**config.mk**
```make
export PLATFORM = sky130hd
export DESIGN_NAME = pong_match_ctrl
export DESIGN_NICKNAME = d
export VERILOG_FILES = /design/src/rtl/pong_match_ctrl.sv
export SDC_FILE = /design/constraint.sdc
export NUM_CORES = 1
export LEC_CHECK = 0
export ABC_CLOCK_PERIOD_IN_PS = 2300
export CORE_MARGIN = 3
export CORE_UTILIZATION = 29
export DETAILED_ROUTE_END_ITERATION = 16
export DONT_BUFFER_PORTS = 1
export PLACE_DENSITY = 0.54
export SETUP_SLACK_MARGIN = 0.05
export SLEW_MARGIN = 20
export SYNTH_ARGS = -nofsm -noshare
export SYNTH_HDL_FRONTEND = slang
export SYNTH_SLANG_ARGS = --single-unit
```
**constraint.sdc**
```tcl
create_clock -name clk -period 2.3 [get_ports clk]
set_clock_uncertainty 0.15 [all_clocks]
set_input_delay 0.23 -clock clk [delete_from_list [all_inputs] [get_ports clk]]
set_output_delay 0.23 -clock clk [all_outputs]
set_load 0.01 [all_outputs]
```
**src/rtl/pong_match_ctrl.sv**
```systemverilog
// Pong match sequencer: serve, rally, scoring, game-over. Define PONG_WIN_BY_TWO_EN to require
// a two-point lead to win (or a one-point lead once a score reaches the counter ceiling).
module pong_match_ctrl #(
  parameter int unsigned WIN_SCORE      = 11,
  parameter int unsigned SCORE_W        = 4,
  parameter int unsigned AUTO_SRV_TICKS = 0
) (
  input  logic               clk,
  input  logic               reset,
  input  logic               tick,
  input  logic               serve,
  input  logic               miss_l,
  input  logic               miss_r,
  output logic               srv_l,
  output logic               srv_r,
  output logic               in_play,
  output logic               visible,
  output logic               game_over,
  output logic               winner,
  output logic [SCORE_W-1:0] left_score,
  output logic [SCORE_W-1:0] right_score
);

  if (2 ** SCORE_W - 1 < WIN_SCORE + 1) begin : g_bad_score_w
    $error("SCORE_W too narrow for WIN_SCORE");
  end

  localparam logic [SCORE_W-1:0] ScoreMax = '1;
  localparam logic [SCORE_W-1:0] WinScore = SCORE_W'(WIN_SCORE);
  localparam bit                 AutoEn   = AUTO_SRV_TICKS != 0;
  localparam int unsigned        CntW     = AutoEn ? $clog2(AUTO_SRV_TICKS + 1) : 1;
  localparam logic [CntW-1:0]    AutoLast = CntW'(AUTO_SRV_TICKS - 1);

  typedef enum logic [2:0] {StIdle, StSrvWait, StPlay, StMissHold, StOver} state_e;

  state_e          state;
  logic            serve_side;
  logic            serve_q;
  logic [CntW-1:0] auto_cnt;
  logic            serve_req;
  logic            auto_expire;
  logic            win;
  logic            win_side;

  assign serve_req   = serve & ~serve_q;
  // Expiry is decoded from the tick that would bring the count up to AUTO_SRV_TICKS.
  assign auto_expire = AutoEn & tick & (auto_cnt == AutoLast);

  function automatic logic [SCORE_W-1:0] sat_inc(input logic [SCORE_W-1:0] s);
    return (s == ScoreMax) ? s : s + 1'b1;
  endfunction

  always_comb begin
    win      = 1'b0;
    win_side = 1'b0;
`ifdef PONG_WIN_BY_TWO_EN
    begin
      logic [SCORE_W:0] l_ext, r_ext;
      l_ext = {1'b0, left_score};
      r_ext = {1'b0, right_score};
      if ((left_score >= WinScore && l_ext >= r_ext + (SCORE_W+1)'(2)) ||
          (left_score == ScoreMax && l_ext > r_ext)) begin
        win = 1'b1;
      end else if ((right_score >= WinScore && r_ext >= l_ext + (SCORE_W+1)'(2)) ||
                   (right_score == ScoreMax && r_ext > l_ext)) begin
        win      = 1'b1;
        win_side = 1'b1;
      end
    end
`else
    if (left_score == WinScore) begin
      win = 1'b1;
    end else if (right_score == WinScore) begin
      win      = 1'b1;
      win_side = 1'b1;
    end
`endif
  end

  always_ff @(posedge clk) begin
    if (reset) begin
      state       <= StIdle;
      left_score  <= '0;
      right_score <= '0;
      serve_side  <= 1'b0;
      auto_cnt    <= '0;
      serve_q     <= 1'b1;
      srv_l       <= 1'b0;
      srv_r       <= 1'b0;
      in_play     <= 1'b0;
      visible     <= 1'b1;
      game_over   <= 1'b0;
      winner      <= 1'b0;
    end else begin
      serve_q <= serve;
      srv_l   <= 1'b0;
      srv_r   <= 1'b0;
      unique case (state)
        StIdle: begin
          if (serve_req) begin
            state   <= StPlay;
            srv_l   <= 1'b1;
            in_play <= 1'b1;
          end
        end
        StSrvWait: begin
          if (serve_req || auto_expire) begin
            state   <= StPlay;
            srv_l   <= ~serve_side;
            srv_r   <= serve_side;
            in_play <= 1'b1;
          end else if (tick && AutoEn) begin
            auto_cnt <= auto_cnt + 1'b1;
          end
        end
        StPlay: begin
          if (miss_l || miss_r) begin
            state   <= StMissHold;
            in_play <= 1'b0;
            if (miss_r && !miss_l) begin
              left_score <= sat_inc(left_score);
              serve_side <= 1'b1;
            end else if (miss_l && !miss_r) begin
              right_score <= sat_inc(right_score);
              serve_side  <= 1'b0;
            end
          end
        end
        StMissHold: begin
          // Wait for the ball to leave the miss zone so one miss scores once.
          if (!miss_l && !miss_r) begin
            auto_cnt <= '0;
            if (win) begin
              state     <= StOver;
              game_over <= 1'b1;
              visible   <= 1'b0;
              winner    <= win_side;
            end else begin
              state <= StSrvWait;
            end
          end
        end
        StOver: begin
          if (serve_req) begin
            state       <= StIdle;
            left_score  <= '0;
            right_score <= '0;
            serve_side  <= 1'b0;
            game_over   <= 1'b0;
            visible     <= 1'b1;
            winner      <= 1'b0;
          end
        end
        default: state <= StIdle;
      endcase
    end
  end

endmodule
```
Yosys cells after proc, flatten, opt, wreduce, memory -nomap -nowiden
Index checks and enable logic that the tools add are counted.

word-level totals
  register bits after elaboration = 19
  bits of input ports = 6

cells by class
  $add $sub $neg = 2
  equality and inequality tests = 19
  muxes and demuxes = 39
  bitwise gates (word level) = 5
  reduce and logical (&&, ||, !) cells = 18

operators with widths
  operator                                                count
  2-to-1 mux 4 bit                                        8
  inequality test 2 bit (second input constant)           9
  2-to-1 mux 1 bit                                        17
  equality test 4 bit (second input constant)             4
  case mux 4 bit (2 select lines)                         2
  2-to-1 mux 3 bit                                        5
  case mux 1 bit (2 select lines)                         6
  case mux 3 bit (4 select lines)                         1
  AND reduction 4 bit                                     3
  adder 4 x 1 -> 4 bit (second input constant)            2
  equality test 3 x 2 -> 1 bit (second input constant)    2
  AND reduction 6 bit                                     1
  nonzero test 2 bit                                      3
  AND reduction 5 bit                                     1
  inverter 1 bit                                          4
  equality test 3 x 1 -> 1 bit (second input constant)    1
  equality test 3 bit (second input constant)             1
  logical AND 1 bit                                       3
  zero test 3 bit                                         1
  inequality test 3 bit (second input constant)           1
  AND reduction 3 bit                                     1
  OR reduction 3 bit                                      1
  zero test 1 bit                                         2
  inequality test 2 x 1 -> 1 bit (second input constant)  1
  3 further kinds                                         3

Longest topological paths before layout
  word-level depth = 6
  mapped depth = 7
  depth with buffers taken out = 6

Worst setup path before layout
Ideal clock, no wire load.

  path type = in2reg
  from = input miss_l
  to = register right_score[0]
  data arrival time = 1387 ps
  data required time = 2080 ps
  slack = 693 ps
  stages = 6
  path buffers = 0
  cell sequence = inv_1 -> ha_1 -> nor2b_1 -> nand2_1 -> or4_1 -> a21oi_1

between the ends
  cells in the longest elaborated chain, start to end = 4

ends and longest elaborated chain
  item                             line  text
  start, declared                  12    input logic miss_l,
  zero test 1 bit                  120   if (miss_r && !miss_l) begin
  logical AND 1 bit                120
  inequality test 2 bit (no line)  n/a
  AND reduction 6 bit (no line) *  n/a
  end signal, assigned             124   right_score <= sat_inc(right_score);
  end, declared                    21    output logic [SCORE_W-1:0] right_score

Every way passes the cells marked *; elsewhere a longest branch is shown, timed or not.
A chain may end at the register's enable or synchronous reset.

Final worst setup path
  from = register state[2]
  to = register left_score[3]

between the ends
  cells in the longest elaborated chain, start to end = 3

ends and longest elaborated chain
  item                                                                   line  text
  start, declared                                                        36    state_e state;
  start signal, assigned                                                 82    state <= StIdle;
  start signal, assigned                                                 101   state <= StPlay;
  start signal, assigned                                                 108   state <= StPlay;
  equality test 3 x 2 -> 1 bit or equality test 3 bit (tied branches)    98    unique case (state)
  inequality test 2 bit (no line) or nonzero test 2 bit (tied branches)  n/a
  AND reduction 5 bit (no line)                                          n/a
  end signal, assigned                                                   121   left_score <= sat_inc(left_score);
  end, declared                                                          20    output logic [SCORE_W-1:0] left_score,

Several ways; a longest one is shown, not always the timed one.

==> results.yml <==
timing:
  setup_violations: 0
  max_slew_margin_pct: 56.3
  hold_viol: 0
  period_minus_slack_ns: 1.82
  tightest_slew_ns: 0.653
  timing.setup.tns_ns: 0
  rsz0062_at_grt: "false"
  max_freq_ghz: 0.550
  holdWs_ns: 0.115
  final.period_utilization_pct: 79.1
  slew_violations: 0
finish:
  syn2layout_area_growth_pct: 4.34
  diodes: 0
  n_fill_cell: 349
  fin_nets: 128
  drive_gt1_share_pct: 8.62
  final_util_pct: 33.1
grt:
  grtUsageTotal_pct: 10.8
  grt_pass1_wl_microns: 3590
  grt_pass1_vias: 782
  antenna_found_initial: 0
  grt-ovfl-total: 0
  grt_max_degree: 19
place:
  gp_congestion: 0.711
  dp_hpwl_microns: 1540
  portBuffers: 0
route:
  met2_length_microns: 981
  highest_layer: "met4"
  drt_wl_total_microns: 2140
  drt-met1-wl_microns: 960
  drc: 0
  drt-wirelength-per-cell_microns: 13.4
  first_iter_violations: 42
  ant_nets: 0
  wl_met3_microns: 191
  drtPass1Iterations: 4
  dr_total_vias: 845
  via_per_inst: 5.28
logic_synthesis:
  synthCells: 115
  ys_seq_elements: 19
  synth-adder-area-share_pct: 6.20
  synth_top_area_share_pct: 37.7
  yosysSeqAreaShare_pct: 37.7
  synth_nets: 126
  synth_warnings: 0
  yosysUniqueCellTypes: 32
  yosys.cell_count.top_type: "dfxtp_1"
  muxShareOfSynthArea_pct: 0
  synth-main-ff-cell: "dfxtp_1"
  synth_top_family_by_area: "simple AND/OR/NAND/NOR gates"
  synth_compound_area_share_pct: 20.8
  synth_xor_area_share_pct: 0
  yosys-top-cells-count: "dfxtp_1 (19), a21oi_1 (14), o21ai_0 (10), inv_1 (8), nand2_1 (6)"
  synth_area_sq_um: 1010
  yosys.area.top_type: "dfxtp_1"
  synth-edff-count: 0
  yosys.area_share.simple_pct: 26.6
  netlist_top_cells_area: "dfxtp_1 (38%), a21oi_1 (6.9%), ha_1 (6.2%)"
  async_flop_share_pct: 0
  syn_area_per_cell_sq_um: 8.77
die:
  die_w_microns: 65.0
  coreArea_sq_um: 3180
  rows: 20
  die-area_sq_um: 4220
  initial_core_util_pct: 31.7
  io_pins: 20
  die_h_microns: 65.0
setup_path:
  path_max_fanout: 10
  path_cells: "nor3b_2 -> and3b_1 -> a31oi_1 -> a21oi_1"
  worst_setup_path_end_kind: "register"
  cp.required_ns: 2.32
  critical_path_class: "register to register"
  critPathSlowestCell: "nor3b_2"
  cp-start-kind: "register"
  arrival_ns: 1.84
  max_stage_delay_ns: 0.59
clocking:
  cts_tree: "built"
  clockRootBuffer: "clkbuf_4"
  clock-sinks: 19
  cts_buffers: 3
  h-tree-depth: 1
  cts.path.max_buffers: 2
  insertion_delay_ns: 0.30
  cts.clk_slew.worst_paths_ns: 0.12
status:
  run_status: "finished, final reports clean"
power:
  power_frac_seq_pct: 61.4
  p_switching_mw: 0.140
  power.density_nw_per_um2: 529
  fin_total_pwr_mw: 0.557
  p_comb_share_pct: 7.2
  switching_share_pct: 25.2
  clkPwrFrac_pct: 31.4
  max-vdd-ir-drop_uv: 294
  p_leak_nw: 0.355
  intPower_mw: 0.416
flow_run:
  max_cap_viol_count: 0
worst_hold_path:
  hp-class: "input port to register"
## metrics by stage
stage | instance area [sq um] | worst slack [ns] | instances
6_report | 1050 | 0.482 | 160
5_1_grt | 1050 | 0.327 | 160
2_1_floorplan | 1010 | 0.693 | 115
3_5_place_dp | 1010 | 0.463 | 154
3_3_place_gp | 1010 | 0.515 | 154
4_1_cts | 1050 | 0.486 | 160
## area by class of cell
| class | instances | area [sq um] | area share [%] |
|---|---|---|---|
| Inverter | 8 | 30.0 | 2.85 |
| Clock buffer | 4 | 26.3 | 2.50 |
| Sequential cell | 19 | 380 | 36.1 |
| Tap cell | 44 | 55.1 | 5.23 |
| Timing Repair Buffer | 2 | 20.0 | 1.90 |
| Multi-Input combinational cell | 83 | 541 | 51.4 |
## power groups by stage
stage,clock network (mW),registers (mW),logic [mW]
3_5_place_dp,0,0.349,0.0325
3_3_place_gp,0,0.349,0.0313
6_report,0.175,0.342,0.0400
2_1_floorplan,0,0.346,0.0380
4_1_cts,0.181,0.342,0.0401
5_1_grt,0.187,0.343,0.0457
## worst max-delay path, delay by kind of cell (launching register included)
family	cells	cell delay, ns
compound gates	2	0.21
flops	1	0.50
simple gates	2	0.84
## state kept, by name (all words and copies together) (netlist names)
| name | flops |
|---|---|
| serve_q | 1 |
| winner | 1 |
| left_score | 4 |
| state | 3 |
| srv_l | 1 |
| right_score | 4 |
| game_over | 1 |
| in_play | 1 |
| srv_r | 1 |
| visible | 1 |
| serve_side | 1 |
## path summary, 6_finish.rpt
check	cells after the start	start	endpoint	slack, ns
worst max-delay path	4	state[2]	left_score[3]	0.48
worst min-delay path	3	serve	srv_r	0.12
worst max register to register	4	state[2]	left_score[3]	0.48
worst min register to register	2	serve_side	srv_r	0.31
## metal layers
metal	vias to the layer above	track usage, %
met1	398	13.0
li1	422	-
met5	-	0
met2	23	16.3
met3	2	6.59
met4	0	2.64
## cells by family (layout without fill, tap and decap cells)
| kind of cell | Yosys count | after routing |
|---|---|---|
| AO/OA/AOI/OAI | 36 | 36 |
| adder cells (fa/ha/maj) | 5 | 5 |
| buffers and inverters | 13 | 14 |
| flip-flops | 19 | 19 |
| AND/OR/NAND/NOR | 42 | 42 |
## cells in the final DEF, fill, tap and decap left out, drive strengths merged, types with 3 or more instances in the layout
master | netlist | final
a21oi | 15 | 15
a31oi | 5 | 5
clkbuf | 2 | 4
dfxtp | 19 | 19
ha | 5 | 5
inv | 8 | 8
nand2 | 6 | 6
nand3 | 4 | 4
nand4b | 4 | 4
nor2 | 6 | 6
nor3 | 4 | 4
nor3b | 4 | 4
o21ai | 11 | 11
or4 | 3 | 3
## repair_timing
| item | in CTS | in global routing |
|---|---|---|
| setup buffers | 0 | 0 |
| endpoints found under the hold margin | 19 | 0 |
| gates resized for setup | 0 | 0 |
| hold buffers | 2 | 0 |
Power figures use the tool's default switching activity.
